<file path="config.mk">
export PLATFORM = sky130hd
export DESIGN_NAME = kpg_enc_16
export DESIGN_NICKNAME = d
export VERILOG_FILES = /design/src/rtl/kpg_pkg.sv /design/src/rtl/kpg_enc_cell.sv /design/src/rtl/kpg_enc_16.sv
export SDC_FILE = /design/constraint.sdc
export NUM_CORES = 1
export LEC_CHECK = 0
export ABC_AREA = 0
export CORE_MARGIN = 3
export CORE_UTILIZATION = 50
export CTS_BUF_LIST = sky130_fd_sc_hd__clkbuf_8
export DETAILED_ROUTE_END_ITERATION = 10
export GPL_ROUTABILITY_DRIVEN = 0
export HOLD_SLACK_MARGIN = 0.15
export PLACE_DENSITY_LB_ADDON = 0.05
export SYNTH_ARGS = -nofsm -noshare
export SYNTH_HDL_FRONTEND = slang
export SYNTH_SLANG_ARGS = --single-unit
</file>
<file path="constraint.sdc">
create_clock -name clk -period 1.6 [get_ports clk]
set_clock_uncertainty 0.1 [all_clocks]
set_input_delay 0.24 -clock clk [delete_from_list [all_inputs] [get_ports clk]]
set_output_delay 0.24 -clock clk [all_outputs]
set_load 0.005 [all_outputs]
</file>
<file path="src/rtl/kpg_pkg.sv">
// Shared KPG encoding constants for the operand encoder and the prefix levels.
// Also holds the occupancy codes of the encoder's two-entry output buffer.
package kpg_pkg;

  localparam int NPAIR = 16;

  localparam logic [1:0] KPG_KILL = 2'b00;
  localparam logic [1:0] KPG_GEN  = 2'b11;
  localparam logic [1:0] KPG_PROP = 2'b01;

  localparam logic [1:0] CNT_EMPTY = 2'd0;
  localparam logic [1:0] CNT_FULL  = 2'd2;

endpackage

</file>
<file path="src/rtl/kpg_enc_cell.sv">
// One operand bit position: maps (a,b) onto a kill/propagate/generate pair plus the a^b bit.
module kpg_enc_cell
  import kpg_pkg::*;
(
  input  logic       a,
  input  logic       b,
  output logic [1:0] pair,
  output logic       prop
);

  // Propagate keeps its orientation: 01 when only b is set, 10 when only a is set.
  always_comb begin
    pair = KPG_KILL;
    if (a && b)
      pair = KPG_GEN;
    else if (a || b)
      pair = a ? ~KPG_PROP : KPG_PROP;
  end

  assign prop = a ^ b;

endmodule

</file>
<file path="src/rtl/kpg_enc_16.sv">
// KPG encoder for the final Wallace row, with a two-entry valid/ready skid buffer.
// Handshake: a beat transfers on a side only in a cycle where valid && ready are both high at the rising edge.
module kpg_enc_16
  import kpg_pkg::*;
#(
  parameter int NPAIR = kpg_pkg::NPAIR,
  parameter int OPW   = NPAIR - 1,
  parameter int DEPTH = 2
) (
  input  logic                 clk,
  input  logic                 rst_n,
  input  logic                 in_valid,
  output logic                 in_ready,
  input  logic [OPW-1:0]       in_a,
  input  logic [OPW-1:0]       in_b,
  input  logic                 in_cin,
  output logic                 out_valid,
  input  logic                 out_ready,
  output logic [2*NPAIR-1:0]   conc,
  output logic [OPW-1:0]       prop
);

  logic [2*NPAIR-1:0] enc;
  logic [OPW-1:0]     enc_prop;

  // Carry-in occupies pair 0 as a pure kill or generate.
  assign enc[1:0] = {in_cin, in_cin};

  for (genvar i = 0; i < OPW; i++) begin : g_cell
    kpg_enc_cell u_cell (
      .a    (in_a[i]),
      .b    (in_b[i]),
      .pair (enc[2*i+3:2*i+2]),
      .prop (enc_prop[i])
    );
  end

  logic [2*NPAIR-1:0] conc_mem [DEPTH];
  logic [OPW-1:0]     prop_mem [DEPTH];
  logic               wr_ptr;
  logic               rd_ptr;
  logic [1:0]         count;
  logic               push;
  logic               pop;

  // in_ready depends on registered occupancy only, so out_ready never reaches upstream combinationally.
  assign in_ready  = (count < CNT_FULL);
  assign out_valid = (count != CNT_EMPTY);
  assign push      = in_valid && in_ready;
  assign pop       = out_valid && out_ready;

  always_ff @(posedge clk or negedge rst_n) begin
    if (!rst_n) begin
      count  <= CNT_EMPTY;
      wr_ptr <= 1'b0;
      rd_ptr <= 1'b0;
      for (int i = 0; i < DEPTH; i++) begin
        conc_mem[i] <= '0;
        prop_mem[i] <= '0;
      end
    end else begin
      if (push) begin
        conc_mem[wr_ptr] <= enc;
        prop_mem[wr_ptr] <= enc_prop;
        wr_ptr           <= ~wr_ptr;
      end
      if (pop)
        rd_ptr <= ~rd_ptr;
      case ({push, pop})
        2'b10:   count <= count + 2'd1;
        2'b01:   count <= count - 2'd1;
        default: count <= count;
      endcase
    end
  end

  // Slots keep stale data after a pop, so the outputs are gated to zero when empty.
  assign conc = out_valid ? conc_mem[rd_ptr] : '0;
  assign prop = out_valid ? prop_mem[rd_ptr] : '0;

endmodule

</file>
==> summary.txt, run 1 <==
SETUP PATH
-----------------------------------------------------------------------------------
Data required, critical path                                                1.26 ns
Critical-path maximum fanout                                                      6
WP data arrival                                                             1.69 ns
Type of destination of the critical path                               primary output
CP startpoint kind                                                             flop
Worst Setup Path Type                                                       reg2out

YOSYS
-----------------------------------------------------------------------------------
Top_reg_cell synth                                                     sky130_fd_sc_hd__dfrtp_1
Yosys Warn Count                                                                  0
Post-synthesis sequential area ratio                                          47.5%
Area contributors post-synth                                           sky130_fd_sc_hd__dfrtp_1 48%, sky130_fd_sc_hd__ha_1 11%, sky130_fd_sc_hd__mux2i_1 9.1%
Synthesis-stage register bit count                                               96
Most instantiated library cell after synthesis                         sky130_fd_sc_hd__dfrtp_1
Library cell with the largest summed area after synthesis              sky130_fd_sc_hd__dfrtp_1
Netlist area before placement                                          0.00506 sq mm
Cell types with the highest counts after synthesis                     96 x sky130_fd_sc_hd__dfrtp_1, 92 x sky130_fd_sc_hd__nand2_1, 78 x sky130_fd_sc_hd__nor2_1, 46 x sky130_fd_sc_hd__ha_1, 46 x sky130_fd_sc_hd__mux2i_1
Synthesized Nets                                                                602
Number of cells produced by synthesis                                           521
Number of enable flip-flop cells after synthesis                                  0
Post-synthesis async set-or-reset flop share                                   100%
Share of the synthesized area in the top cell type                            47.5%
Number of unique standard cell types used by synthesis                           22
Synthesized area divided by synthesized cell count                       9.70 sq um

GLOBAL ROUTING
-----------------------------------------------------------------------------------
Pin count of the biggest net entering global routing                             53
Number of global-route vias before repair                                      3791
Wire length of the first global-routing pass                               18600 um
Number of antenna violations at the first check in global routing                 0
Remaining Overflow, GRT                                                           0
Total global routing track utilization                                        20.6%

PWR
-----------------------------------------------------------------------------------
Leakage Power                                                               3.69 nW
Power Dens Cells                                                       1850 mW/mm^2
Pint                                                                      0.00824 W
Share of total power in sequential cells                                      33.1%
Switch share                                                                  37.8%
Comb power frac                                                               55.8%
Worst VDD drop                                                              1210 uV
Relative contribution of the clock network to total power                     11.1%
Net switching component of the power                                      0.00501 W

PLACEMENT
-----------------------------------------------------------------------------------
Inst Count DP                                                                   725
Count of input and output buffers                                                83
Placement-stage worst setup slack                                         -0.221 ns
Post-DP HPWL                                                                7020 um

DIE
-----------------------------------------------------------------------------------
Core area                                                              0.00982 sq mm
Die footprint                                                          0.0114 sq mm
Width of the chip                                                            107 um
Die Ht                                                                       107 um
IO Pins                                                                          84
Row count                                                                        36
Initial Util                                                                  51.5%

ROUTE
-----------------------------------------------------------------------------------
Via count of the routed design                                                 4013
DRC errors left                                                                   0
Number of optimization iterations in the first detailed-route pass                4
DR WL/cell                                                                  16.3 um
Wire length reported by the detailed router                                12800 um
Remaining antenna violation count                                                 0
Average vias per placed instance                                               5.11
DR iter-0 viols                                                                 187

LAYOUT
-----------------------------------------------------------------------------------
Final net count                                                                 730
Diode insertion count for antenna repair                                          0
Post-synthesis to final-layout area growth                                    41.4%
Count of placed standard cells in the final layout, fillers left out            785
Final core utilization                                                        72.8%
Ratio of cells with drive above 1 in the final layout                         33.7%

FLOW RUN
-----------------------------------------------------------------------------------
Maximum capacitance violations                                                    0

CLOCK TREE
-----------------------------------------------------------------------------------
Number of sinks on the clock net                                                 96
Number of CTS-inserted buffers                                                    9
Number of H-tree branching levels                                                 3
Clock slew at reported path FFs                                             0.09 ns
CTS Buffer Depth                                                                  2
CTS tree                                                                        yes
Clk_lat worst skew                                                          0.36 ns
Root Buffer                                                            sky130_fd_sc_hd__clkbuf_8

HOLD PATH
-----------------------------------------------------------------------------------
Worst min-delay path category                                              in2async

STA
-----------------------------------------------------------------------------------
Final critical-path required period                                         2.03 ns
Fin. max-slew vios                                                                0
Final hold vios                                                                   0
Setup repair after global routing missed its margin                             yes
Maximum clock frequency                                                     493 MHz
Fin crit share                                                                 127%
Minimum setup slack in the final design                                   -0.426 ns
Remaining max-slew budget at the tightest pin                                 67.9%
# setup viols final                                                              95
Actual transition at the worst max-transition pin                          0.482 ns
Sum of negative setup slack                                               -22.42 ns

OUTCOME
-----------------------------------------------------------------------------------
Violations in the final reports                                        negative setup slack
Outcome                                                                complete, but fails checks

## through the flow
| step | total power, W | hold WS, ns | area (sq um) |
|---|---|---|---|
| floorplan | 0.00724 | -0.156 | 5060 |
| global placement | 0.00981 | 0.118 | 6140 |
| detailed placement | 0.00996 | 0.123 | 6140 |
| CTS | 0.0118 | 0.266 | 6560 |
| global route | 0.0142 | 0.297 | 7150 |
| finish | 0.0132 | 0.274 | 7150 |
## critical path, stage by stage (launching register included)
cell	delay, ns
sky130_fd_sc_hd__dfrtp_2	0.54
sky130_fd_sc_hd__buf_8	0.16
sky130_fd_sc_hd__buf_6	0.09
sky130_fd_sc_hd__mux2i_2	0.22
sky130_fd_sc_hd__nor2_1	0.08
sky130_fd_sc_hd__buf_4	0.13
sky130_fd_sc_hd__clkbuf_2	0.10
## kinds of logic after synthesis
| logic type | share of synthesized area, % |
|---|---|
| and+or+nand+nor | 13.2 |
| DFF | 47.5 |
| AOI/OAI and AO/OA | 11.1 |
| buffers and inverters | 6.41 |
| muxes | 9.63 |
| adders and majority gates | 11.4 |
| xor gates and xnor gates | 0.693 |
## per-layer routing
metal  global-route usage (%)  up-vias  routed length, um
met2                     33.0       88               6220
met1                     28.7     1952               5970
met5                        0        -                  0
li1                         -     1961                  -
met3                     3.89       12                461
met4                     5.48        0                177
## flip-flops by register name (all words and copies together) (netlist names)
name,cells
conc_mem,62
count,2
prop_mem,30
rd_ptr,1
wr_ptr,1
## path summary, 6_finish.rpt
path	end	slack, ns	start	cells after the start
worst max-delay path	conc[0]	-0.43	rd_ptr	6
worst min-delay path	prop_mem[2]	0.27	rst_n	2
worst max register to register	prop_mem[21]	-0.26	count[1]	7
worst min register to register	conc_mem[58]	0.38	conc_mem[58]	2
max in group asynchronous	conc_mem[55]	0.61	rst_n	3
min in group clk	conc_mem[58]	0.38	conc_mem[58]	2
## layout make-up
class | instances | area, sq um
inverters | 32 | 120
multi-input cells | 363 | 2670
clock buffers | 12 | 165
well taps | 133 | 166
flip-flops and latches | 96 | 2400
fillers | 775 | 2670
repair buffers | 147 | 1620
clock inverters | 2 | 7.51
## placed cells by master (no fill, tap or decap), types with 2 or more instances in the layout
| cell type | n |
|---|---|
| sky130_fd_sc_hd__buf_8 | 2 |
| sky130_fd_sc_hd__clkbuf_16 | 8 |
| sky130_fd_sc_hd__mux2i_4 | 2 |
| sky130_fd_sc_hd__nand2_2 | 17 |
| sky130_fd_sc_hd__dfrtp_1 | 95 |
| sky130_fd_sc_hd__ha_1 | 45 |
| sky130_fd_sc_hd__buf_4 | 15 |
| sky130_fd_sc_hd__or3b_4 | 2 |
| sky130_fd_sc_hd__buf_2 | 14 |
| sky130_fd_sc_hd__o21ai_0 | 30 |
| sky130_fd_sc_hd__buf_6 | 18 |
| sky130_fd_sc_hd__mux2i_1 | 37 |
| sky130_fd_sc_hd__inv_1 | 32 |
| sky130_fd_sc_hd__o21ai_2 | 41 |
| sky130_fd_sc_hd__xnor2_1 | 2 |
| sky130_fd_sc_hd__clkbuf_8 | 12 |
| sky130_fd_sc_hd__inv_2 | 2 |
| sky130_fd_sc_hd__nor2_1 | 76 |
| sky130_fd_sc_hd__mux2i_2 | 7 |
| sky130_fd_sc_hd__o21ai_1 | 19 |
| sky130_fd_sc_hd__clkbuf_2 | 30 |
| sky130_fd_sc_hd__nand2_4 | 21 |
| sky130_fd_sc_hd__dlymetal6s2s_1 | 5 |
| sky130_fd_sc_hd__buf_16 | 4 |
| sky130_fd_sc_hd__clkdlybuf4s50_1 | 33 |
| sky130_fd_sc_hd__nand2_1 | 54 |
| sky130_fd_sc_hd__buf_12 | 17 |
## repair_timing
action,CTS,global route
resized for setup,92,181
endpoints found under the hold margin,96,0
pin swaps,20,48
setup endpoints to repair,76,141
gates cloned,6,9
hold buffers,1,0
setup buffers,3,32
## power by group through the flow
stage                     Clock, W  Sequential (W)  Combinational, W
after detailed placement         0         0.00414           0.00582
after CTS                  0.00150         0.00414           0.00616
final                      0.00147         0.00438           0.00739
after global routing       0.00160         0.00452           0.00803
after global placement           0         0.00409           0.00572
after floorplan                  0         0.00398           0.00327
Note: power is estimated with default switching activity, not from simulation.
==> run 2: changes to the inputs <==
Settings changed: CTS_BUF_LIST sky130_fd_sc_hd__clkbuf_8 to sky130_fd_sc_hd__clkbuf_4 sky130_fd_sc_hd__clkbuf_8.
==> summary.txt, run 2 (synthesized netlist as in run 1, its figures left out) <==
SETUP PATH
---------------------------------------------------------------------------------
Worst path top cell family by delay                                    flip-flops
CP startpoint kind                                                           flop
CP bufs+invs                                                                    4
Largest stage delay on the critical path                                  0.54 ns
Critical path cell sequence                                          buf_8, buf_6, mux2i_2, nor2_1, buf_4, clkbuf_2
Critical-path maximum fanout                                                    6
WP data arrival                                                           1.69 ns
Critical-path top delay cell                                         sky130_fd_sc_hd__dfrtp_2
Data required, critical path                                              1.26 ns
Type of destination of the critical path                             primary output
Slack of the worst reg-to-reg path                                       -0.25 ns
Worst Setup Path Type                                                     reg2out

CLOCK TREE
---------------------------------------------------------------------------------
CTS tree                                                                      yes
Clk_lat worst skew                                                        0.36 ns
Number of sinks on the clock net                                               96
Clock slew at reported path FFs                                           0.09 ns
Number of CTS-inserted buffers                                                  9
CTS Buffer Depth                                                                2
Root Buffer                                                          sky130_fd_sc_hd__clkbuf_8
Number of H-tree branching levels                                               3

LAYOUT
---------------------------------------------------------------------------------
Commonest non-fill, non-tap cell in the layout                       sky130_fd_sc_hd__dfrtp_1
Post-synthesis to final-layout area growth                                  41.5%
Commonest cells after routing, fill and taps aside                   95 x sky130_fd_sc_hd__dfrtp_1, 76 x sky130_fd_sc_hd__nor2_1, 54 x sky130_fd_sc_hd__nand2_1, 45 x sky130_fd_sc_hd__ha_1, 41 x sky130_fd_sc_hd__o21ai_2
Final net count                                                               730
Biggest register                                                         conc_mem
Number of flip-flops in the largest register                                   62
Diode insertion count for antenna repair                                        0
Registers with the most flip-flops                                   conc_mem: 62 flops, prop_mem: 30 flops, count: 2 flops
Ratio of cells with drive above 1 in the final layout                       34.0%
Fillers                                                                       764

GLOBAL ROUTING
---------------------------------------------------------------------------------
Pin count of the biggest net entering global routing                           53
Wire length of the first global-routing pass                             18600 um
Remaining Overflow, GRT                                                         0
Number of antenna violations at the first check in global routing               0
Number of global-route vias before repair                                    3791
Total global routing track utilization                                      20.6%

ROUTE
---------------------------------------------------------------------------------
Number of optimization iterations in the first detailed-route pass              4
DR WL/cell                                                                16.3 um
Remaining antenna violation count                                               0
Wire length reported by the detailed router                              12800 um
DRC errors left                                                                 0
DR iter-0 viols                                                               202
Via count of the routed design                                               3997
Average vias per placed instance                                             5.09

PWR
---------------------------------------------------------------------------------
Leakage Power                                                             3.69 nW
Worst VDD drop                                                            1200 uV
Power Dens Cells                                                     1860 mW/mm^2

STA
---------------------------------------------------------------------------------
Setup repair after global routing missed its margin                           yes
Maximum clock frequency                                                   494 MHz
Actual transition at the worst max-transition pin                        0.479 ns
Remaining max-slew budget at the tightest pin                               68.1%
Minimum setup slack in the final design                                 -0.426 ns
Final hold vios                                                                 0
Fin. max-slew vios                                                              0
Worst hold margin                                                        0.272 ns
# setup viols final                                                            95
Fin crit share                                                               127%
Final critical-path required period                                       2.03 ns

DIE
---------------------------------------------------------------------------------
Row count                                                                      36
Initial Util                                                                51.5%
Core area                                                            0.00982 sq mm
Width of the chip                                                          107 um
Die Ht                                                                     107 um
Die footprint                                                        0.0114 sq mm
IO Pins                                                                        84

PLACEMENT
---------------------------------------------------------------------------------
Post-DP HPWL                                                              7020 um
Count of input and output buffers                                              83
Placement-stage worst setup slack                                       -0.221 ns

OUTCOME
---------------------------------------------------------------------------------
Outcome                                                              complete, but fails checks
Violations in the final reports                                      negative setup slack

HOLD PATH
---------------------------------------------------------------------------------
Worst min-delay path category                                            in2async

FLOW RUN
---------------------------------------------------------------------------------
Maximum capacitance violations                                                  0

==> run 2: what timing repair did <==
item,4_1_cts,5_1_grt
hold endpoints to repair,96,0
resized for setup,94,180
setup buffers,3,32
gates cloned,6,9
hold buffers,1,0
pin swaps,20,48
endpoints found under the setup margin,76,141
==> run 2: worst register-to-register path, delay by kind of cell (launching register included) <==
family	cells	cell delay (ns)
simple gates	2	0.59
compound gates	1	0.06
buf+inv	4	0.58
flops	1	0.42
==> run 2: layer usage <==
layer  vias up  wire length, um  GRT usage, %
met5         -                0             0
met4         0              177          5.48
met3        12              473          3.89
met2        87             6170          33.0
met1      1948             5950          28.7
li1       1950                -             -
==> run 2: metrics by stage <==
stage	power, W	cells	setup TNS, ns	utilization [%]	instance area [sq um]
final	0.0133	785	-22.26	72.9	7160
after global routing	0.0142	785	-26.90	72.9	7160
after CTS	0.0119	749	-24.16	66.9	6570
after detailed placement	0.00996	725	-14.89	62.5	6140
after global placement	0.00981	725	-12.86	62.5	6140
after floorplan	0.00724	521	0	-	5060
==> run 2: layout make-up <==
type	instances	area [sq um]	area share [%]
Multi-Input combinational cell	363	2670	37.3
Sequential cell	96	2400	33.6
Timing Repair Buffer	147	1620	22.6
Clock buffer	14	180	2.52
Tap cell	133	166	2.33
Inverter	32	120	1.68
==> run 2: worst paths after layout <==
kind,cells past startpoint,start,to
hold reg to reg,2,conc_mem[58],conc_mem[58]
hold / removal,2,rst_n,prop_mem[2]
max in group asynchronous,3,rst_n,conc_mem[55]
min in group clk,2,conc_mem[58],conc_mem[58]
setup / recovery,6,rd_ptr,conc[0]
setup reg to reg,7,count[1],prop_mem[21]
==> run 2: report_power, final <==
part / switching, W / internal [W] / total [W]
Clock: 0.000805 / 0.000714 / 0.00152
Sequential: 0.000853 / 0.00352 / 0.00438
Combinational: 0.00334 / 0.00404 / 0.00739
Total: 0.00500 / 0.00828 / 0.0133
==> run 3: changes to the inputs <==
Settings changed: CORE_UTILIZATION 50 to 45, CTS_BUF_LIST sky130_fd_sc_hd__clkbuf_4 sky130_fd_sc_hd__clkbuf_8 to not set.
==> summary.txt, run 3 (synthesized netlist as in run 1, its figures left out) <==
OUTCOME
---------------------------------------------------------------------------------
Outcome                                                              complete, but fails checks
Violations in the final reports                                      negative setup slack

ROUTE
---------------------------------------------------------------------------------
DRC errors left                                                                 0
DR WL/cell                                                                17.2 um
Average vias per placed instance                                             5.16
DR iter-0 viols                                                               106
Number of optimization iterations in the first detailed-route pass              4
Via count of the routed design                                               4122
Wire length reported by the detailed router                              13800 um
Remaining antenna violation count                                               0

PLACEMENT
---------------------------------------------------------------------------------
Post-DP HPWL                                                              7030 um
Count of input and output buffers                                              83
Placed Area                                                          0.00610 sq mm
Placement-stage worst setup slack                                       -0.205 ns

LAYOUT
---------------------------------------------------------------------------------
Registers with the most flip-flops                                   conc_mem: 62 flops, prop_mem: 30 flops, count: 2 flops
Post-synthesis to final-layout area growth                                  46.8%
Diode insertion count for antenna repair                                        0
Biggest register                                                         conc_mem
Commonest cells after routing, fill and taps aside                   95 x sky130_fd_sc_hd__dfrtp_1, 72 x sky130_fd_sc_hd__nor2_1, 49 x sky130_fd_sc_hd__o21ai_2, 48 x sky130_fd_sc_hd__nand2_2, 45 x sky130_fd_sc_hd__ha_1
Ratio of cells with drive above 1 in the final layout                       39.2%
Final std cell area, no fill                                         0.00742 sq mm
Commonest non-fill, non-tap cell in the layout                       sky130_fd_sc_hd__dfrtp_1
Number of flip-flops in the largest register                                   62
Final net count                                                               735

CLOCK TREE
---------------------------------------------------------------------------------
Clk_lat worst skew                                                        0.36 ns
CTS Buffer Depth                                                                2
Clock slew at reported path FFs                                           0.11 ns
CTS tree                                                                      yes
Number of sinks on the clock net                                               96
Number of CTS-inserted buffers                                                  9
Number of H-tree branching levels                                               3
Root Buffer                                                          sky130_fd_sc_hd__clkbuf_8

DIE
---------------------------------------------------------------------------------
IO Pins                                                                        84
Initial Util                                                                46.4%
Row count                                                                      38
Die Ht                                                                     112 um
Width of the chip                                                          112 um
Core area                                                            0.0109 sq mm
Die footprint                                                        0.0125 sq mm

GLOBAL ROUTING
---------------------------------------------------------------------------------
Pin count of the biggest net entering global routing                           93
Wire length of the first global-routing pass                             19100 um
Number of global-route vias before repair                                    3999
Remaining Overflow, GRT                                                         0
Total global routing track utilization                                      18.5%
Number of antenna violations at the first check in global routing               0

STA
---------------------------------------------------------------------------------
Final hold vios                                                                 0
Fin. max-slew vios                                                              0
Actual transition at the worst max-transition pin                        0.503 ns
Setup repair after global routing missed its margin                           yes
Fin crit share                                                               119%
Remaining max-slew budget at the tightest pin                               66.4%
# setup viols final                                                           144
Minimum setup slack in the final design                                 -0.305 ns
Sum of negative setup slack                                             -29.89 ns
Maximum clock frequency                                                   525 MHz
Final critical-path required period                                       1.90 ns

SETUP PATH
---------------------------------------------------------------------------------
Type of destination of the critical path                             primary output
WP data arrival                                                           1.56 ns
Worst Setup Path Type                                                     reg2out
Critical path cell sequence                                          buf_6, buf_12, mux2i_1, nor2_1, clkdlybuf4s15_1
Data required, critical path                                              1.26 ns
CP startpoint kind                                                           flop
Depth of the worst register-to-register path                                    8
Largest stage delay on the critical path                                  0.44 ns
Critical-path top delay cell                                         sky130_fd_sc_hd__dfrtp_2
Critical-path maximum fanout                                                    9

PWR
---------------------------------------------------------------------------------
Leakage Power                                                             3.76 nW
Power Dens Cells                                                     1870 mW/mm^2
Total power draw                                                         0.0139 W
Worst VDD drop                                                             989 uV

FLOW RUN
---------------------------------------------------------------------------------
Maximum capacitance violations                                                  0

HOLD PATH
---------------------------------------------------------------------------------
Worst min-delay path category                                            in2async

## run 3: changes by cell type in the layout (fill, tap and decap cells not counted), sizes merged
cell | before | now
inv | 32 | 35
clkbuf | 52 | 43
dlymetal6s2s | 5 | 3
clkinv | 0 | 2
buf | 70 | 78
bufinv | 0 | 1
or3b | 2 | 1
clkdlybuf4s15 | 0 | 4
dlygate4sd3 | 1 | 2
## run 3: area by class of cell
cell class / instances / area (sq um)
Fill cell: 837 / 3460
Multi-Input combinational cell: 362 / 2710
Sequential cell: 96 / 2400
Timing Repair Buffer: 153 / 1810
Tap cell: 140 / 175
Clock buffer: 10 / 128
Inverter: 32 / 123
Clock inverter: 6 / 73.8
## run 3: what timing repair did
item,in CTS,in global routing
endpoints found under the setup margin,68,141
hold endpoints to repair,96,0
pin swaps,18,22
cloned,6,18
gates resized for setup,139,214
hold buffers,2,0
setup buffers,9,20
## run 3: final timing paths
check,start,slack [ns],to
max in group asynchronous,rst_n,0.54,conc_mem[10]
worst min register to register,prop_mem[27],0.39,prop_mem[27]
min in group clk,prop_mem[27],0.39,prop_mem[27]
worst max register to register,count[1],-0.29,conc_mem[31]
worst max-delay path,rd_ptr,-0.30,prop[6]
worst min-delay path,rst_n,0.37,conc_mem[43]
## run 3: layer usage
metal  GRT usage (%)  wire [um]  up-vias
met2            32.1       7010       88
met5               0          0        -
li1                -          -     1966
met1            24.4       6170     2058
met4            4.65        119        0
met3            2.93        481       10
## run 3: through the flow
stage | hold WS, ns | cells | utilization, %
after floorplan | -0.156 | 521 | -
after global placement | -0.0517 | 729 | 56.0
after detailed placement | -0.0489 | 729 | 56.0
after CTS | 0.390 | 762 | 61.7
after global routing | 0.401 | 799 | 68.2
final | 0.370 | 799 | 68.2
## run 3: report_power, final
part,switching (W),internal [W]
Sequential,0.000814,0.00352
Clock,0.000916,0.000748
Combinational,0.00356,0.00430
Total,0.00529,0.00857
## run 3: critical path, delay by kind of cell, from the launching register on
family                 cells  cell delay, ns
and+or+nand+nor            1            0.06
buffers and inverters      3            0.49
DFF                        1            0.44
muxes                      1            0.22
